File: config.mk
export PLATFORM = sky130hd
export DESIGN_NAME = cursor_select_ctrl
export DESIGN_NICKNAME = d
export VERILOG_FILES = /design/src/rtl/cursor_select_ctrl.sv
export SDC_FILE = /design/constraint.sdc
export NUM_CORES = 1
export LEC_CHECK = 0
export CAP_MARGIN = 20
export CORE_MARGIN = 8
export CORE_UTILIZATION = 30
export CTS_CLUSTER_SIZE = 20
export DETAILED_ROUTE_END_ITERATION = 12
export SLEW_MARGIN = 20
export SYNTH_ARGS = -nofsm -noshare
export SYNTH_HDL_FRONTEND = slang
export SYNTH_SLANG_ARGS = --single-unit
File: constraint.sdc
create_clock -name frame_clk -period 2.95 [get_ports frame_clk]
set_input_delay 0.885 -clock frame_clk [delete_from_list [all_inputs] [get_ports frame_clk]]
set_output_delay 0.885 -clock frame_clk [all_outputs]
set_load 0.01 [all_outputs]
File: src/rtl/cursor_select_ctrl.sv
// Cursor/button to chess-move controller: maps the cursor to a board square, debounces the
// mouse buttons and sequences pick-up (source) then drop (destination) into a move request.
module cursor_select_ctrl #(
  parameter int BOARD_X0 = 80,
  parameter int BOARD_Y0 = 0,
  parameter int SQ       = 60,
  parameter int DEBOUNCE = 2
) (
  input  logic       frame_clk,
  input  logic       Reset,
  input  logic [9:0] mouse_x,
  input  logic [9:0] mouse_y,
  input  logic [7:0] btn,
  input  logic       own_piece,
  input  logic       move_ready,
  output logic [2:0] hover_col,
  output logic [2:0] hover_row,
  output logic       hover_on,
  output logic [2:0] q_col,
  output logic [2:0] q_row,
  output logic       hl_valid,
  output logic [2:0] hl_col,
  output logic [2:0] hl_row,
  output logic       move_valid,
  output logic [2:0] src_col,
  output logic [2:0] src_row,
  output logic [2:0] dst_col,
  output logic [2:0] dst_row,
  output logic [2:0] state_dbg
);

  typedef enum logic [1:0] {StIdle = 2'd0, StCheck = 2'd1, StHeld = 2'd2, StReq = 2'd3} state_e;

  state_e state_q, state_d;

  int         xi, yi;
  logic       sq_on;
  logic [2:0] sq_col, sq_row;

  // Debounce state, index 0 = left button, 1 = right button
  logic [1:0][3:0] cnt_q, cnt_d;
  logic [1:0]      arm_q, arm_d, click;
  logic            lclick, rclick;

  logic [2:0] hover_col_d, hover_row_d;
  logic [2:0] q_col_d, q_row_d, src_col_d, src_row_d, dst_col_d, dst_row_d;

  // Cursor to square mapping via a compare chain against multiples of SQ
  always_comb begin
    xi     = {22'd0, mouse_x};
    yi     = {22'd0, mouse_y};
    sq_on  = (xi >= BOARD_X0) && (xi < BOARD_X0 + 8 * SQ) &&
             (yi >= BOARD_Y0) && (yi < BOARD_Y0 + 8 * SQ);
    sq_col = 3'd0;
    sq_row = 3'd0;
    for (int i = 1; i < 8; i++) begin
      if (xi >= BOARD_X0 + i * SQ) sq_col = 3'(i);
      if (yi >= BOARD_Y0 + i * SQ) sq_row = 3'(i);
    end
  end

  // Saturating press counters; a click fires once on the cycle the count reaches DEBOUNCE
  always_comb begin
    cnt_d = cnt_q;
    arm_d = arm_q;
    click = 2'b00;
    for (int b = 0; b < 2; b++) begin
      if (btn[b]) begin
        cnt_d[b] = (cnt_q[b] == 4'd15) ? cnt_q[b] : cnt_q[b] + 4'd1;
        click[b] = arm_q[b] && (({1'b0, cnt_q[b]} + 5'd1) == 5'(DEBOUNCE));
        if (click[b]) arm_d[b] = 1'b0;
      end else begin
        cnt_d[b] = 4'd0;
        arm_d[b] = 1'b1;
      end
    end
    // Right button is cancel and overrides a simultaneous left click
    rclick = click[1];
    lclick = click[0] & ~click[1];
  end

  // Selection FSM next-state and square latches
  always_comb begin
    state_d     = state_q;
    q_col_d     = q_col;
    q_row_d     = q_row;
    src_col_d   = src_col;
    src_row_d   = src_row;
    dst_col_d   = dst_col;
    dst_row_d   = dst_row;
    hover_col_d = sq_on ? sq_col : hover_col;
    hover_row_d = sq_on ? sq_row : hover_row;
    unique case (state_q)
      StIdle: begin
        if (lclick && sq_on) begin
          q_col_d   = sq_col;
          q_row_d   = sq_row;
          src_col_d = sq_col;
          src_row_d = sq_row;
          state_d   = StCheck;
        end
      end
      StCheck: state_d = own_piece ? StHeld : StIdle;
      StHeld: begin
        if (rclick || (lclick && !sq_on)) begin
          state_d = StIdle;
        end else if (lclick) begin
          if (sq_col == src_col && sq_row == src_row) begin
            state_d = StIdle;
          end else begin
            dst_col_d = sq_col;
            dst_row_d = sq_row;
            state_d   = StReq;
          end
        end
      end
      StReq: begin
        if (move_ready) state_d = StIdle;
      end
      default: state_d = StIdle;
    endcase
  end

  // State and datapath registers
  always_ff @(posedge frame_clk or negedge Reset) begin
    if (!Reset) begin
      state_q   <= StIdle;
      cnt_q     <= '0;
      arm_q     <= 2'b11;
      hover_col <= 3'd0;
      hover_row <= 3'd0;
      hover_on  <= 1'b0;
      q_col     <= 3'd0;
      q_row     <= 3'd0;
      src_col   <= 3'd0;
      src_row   <= 3'd0;
      dst_col   <= 3'd0;
      dst_row   <= 3'd0;
    end else begin
      state_q   <= state_d;
      cnt_q     <= cnt_d;
      arm_q     <= arm_d;
      hover_col <= hover_col_d;
      hover_row <= hover_row_d;
      hover_on  <= sq_on;
      q_col     <= q_col_d;
      q_row     <= q_row_d;
      src_col   <= src_col_d;
      src_row   <= src_row_d;
      dst_col   <= dst_col_d;
      dst_row   <= dst_row_d;
    end
  end

  assign move_valid = (state_q == StReq);
  assign hl_valid   = (state_q == StHeld) || (state_q == StReq);
  assign hl_col     = src_col;
  assign hl_row     = src_row;
  assign state_dbg  = {1'b0, state_q};

endmodule
==> reports/metrics.cfg <==
[outcome]
status = complete, no violations

[critical_path]
worstReg2RegStart = cnt_q[0]
path_max_fanout = 5
reg2reg_depth = 8
endpoint_kind = flop
startpoint_type = primary input
crit_path_end = dst_col[2]
critPathLaunch = mouse_y[4]
crit_required_ns = 3.11
setup.worst_path.class = in2reg
worst-r2r-setup-slack_ns = 0.53
arrival_ns = 3.00
rr_endpoint = hl_row[0]

[layout]
register_area_um2 = 778.2
nets = 328
synthToLayoutAreaGrowth_pct = 47.63
drive_above_1_share_pct = 25.26
multiInputGateArea_mm2 = 0.001125
insertedDiodeCount = 0
fillers = 665
fin_cells = 373

[yosys]
synth_edf_count = 0
ys_seq_area_share_pct = 38.32
async_reset_ff_share_pct = 100.0
synthesis.nets = 250
syn_area_mm2 = 0.002031
ys_ff_latch = 31
synthCells = 214
synth.area.top_cells = dfrtp_1, buf_4, mux2_4
yosysTopAreaCell = dfrtp_1
synth_cell_types = 56
yosysMostFrequentCell = dfrtp_1
synth_commonest_cells = dfrtp_1, nor2_1, a21oi_1, buf_4, nand2_1
synth_flop_cell = dfrtp_1
avgSynthCellArea_um2 = 9.489
synth_warnings = 0
synth_top_area_share_pct = 35.74

[global_route]
antenna_found_initial = 0
grt_max_degree = 32
grt_use_total_pct = 11.00
grt_pass1_vias = 1848
grt-ovfl-total = 0
grt_pass1_wl_um = 8914

[power_and_ir_drop]
power_mw = 1.605
ir_drop_v = 0.0002554
p_per_area_mw_per_mm2 = 535.3
p_leak_nw = 1.277

[floorplan]
die_w_um = 98.28
row_count = 30
dieArea_mm2 = 0.009658
core_area_mm2 = 0.006681
initial_utilization_pct = 30.39
pin_count = 68
die_y_um = 98.28

[placement]
pre_cts_slack_ns = -0.4227
place.gp.congestion = 0.8483
numPortBuffers = 56
placedCellCount = 360
dp_hpwl_um = 3954

[cts]
htreeDepth = 2
numClockSinks = 31
clock-root-buffer = clkbuf_8
clk_pin_slew_ns = 0.07
cts_tree = built
numCtsBuffers = 5
clockBufferDepth = 2
clk_latency_ns = 0.27

[timing]
fin_crit_ns = 2.844
fmax_ghz = 0.3516
maxSlewViolCount = 0
setup_slack_ns = 0.1060
hold_viol = 0
finalCritPeriodShare_pct = 96.41
setup_viol = 0
skew_ns = 0.001373
tns_ns = 0
rsz0062_at_grt = no

[route]
drc = 0
wl_per_cell_um = 14.02
drt_pass1_iterations = 4
drt_iter0_drc = 46
ant_nets = 0
vias = 1792
wl_um = 5231
drt-vias-per-instance = 4.804

[job]
cap_violations = 0

[hold_path]
holdCritPathClass = reg2reg

## cell families after synthesis
| family | share of synthesized area (%) |
|---|---|
| flops | 38.32 |
| simple gates | 19.78 |
| other cells | 0.1847 |
| buf+inv | 9.242 |
| mux | 6.469 |
| fa+ha+maj | 2.465 |
| xor+xnor | 3.451 |
| compound gates | 20.09 |
## final cells by class
type / instances / share of cell area (%)
flip-flops and latches: 31 / 25.96
well taps: 80 / 3.339
clock buffers: 8 / 3.339
repair buffers: 94 / 28.46
multi-input cells: 149 / 37.52
inverters: 11 / 1.377
## state kept, by name, summed over array words and instances, names as in the netlist
name       flops
dst_row        3
arm_q          2
state_q        2
hover_on       1
cnt_q          8
hover_col      3
hover_row      3
hl_col         3
hl_row         3
dst_col        3
## stage by stage
step	instance area [um2]	hold WS (ns)	utilization, %
global route	2998	0.5207	44.87
CTS	2937	0.5127	43.95
global placement	2793	0.4892	41.80
finish	2998	0.5087	44.87
detailed placement	2793	0.5030	41.80
floorplan	2031	0.4704	-
## cells in the final DEF (no fill, tap or decap), drive strengths merged, types with 4 or more instances in the layout
cell type      count
nor2              15
nand2             12
ha                 4
clkdlybuf4s50     50
clkbuf             8
dfrtp             29
inv               11
a21oi             14
a21o               4
nand3              7
a211oi             4
and2               5
o21ai             11
a31oi              6
nand2b             4
xnor2              6
buf               38
mux2              10
nor3               5
nor2b              5
## metal layers
layer | routed length, um | GRT usage (%)
met3 | 264 | 2.845
met1 | 2413 | 13.59
met2 | 2501 | 18.60
met5 | 0 | 0
met4 | 51 | 2.597
## repair_timing
action | CTS | global route
resized for setup | 9 | 9
setup buffers | 3 | 2
endpoints found under the hold margin | 0 | 0
setup endpoints to repair | 12 | 13
pin swaps | 6 | 5
hold buffers | 0 | 0
## where the power goes
group | total (mW) | switching, mW | internal, mW
Clock | 0.371 | 0.158 | 0.213
Sequential | 0.596 | 0.0854 | 0.511
Combinational | 0.637 | 0.251 | 0.387
## how the worst min path moves through the flow
stage,to,cells past startpoint,start,slack (ns)
final,arm_q[0],2,arm_q[0],0.51
after global routing,arm_q[1],1,arm_q[1],0.52
after CTS,arm_q[1],1,arm_q[1],0.51
after detailed placement,arm_q[1],1,arm_q[1],0.50
after global placement,arm_q[0],2,arm_q[0],0.49
after floorplan,arm_q[0],2,arm_q[0],0.47
## critical path: stages
cell and delay (ns):
clkdlybuf4s50_1 0.50, mux2_4 0.31, a41oi_2 0.19, a21oi_1 0.08
o221ai_2 0.27, xnor2_2 0.14, a21oi_4 0.30, mux2_4 0.33
Note: power is estimated with default switching activity, not from simulation.
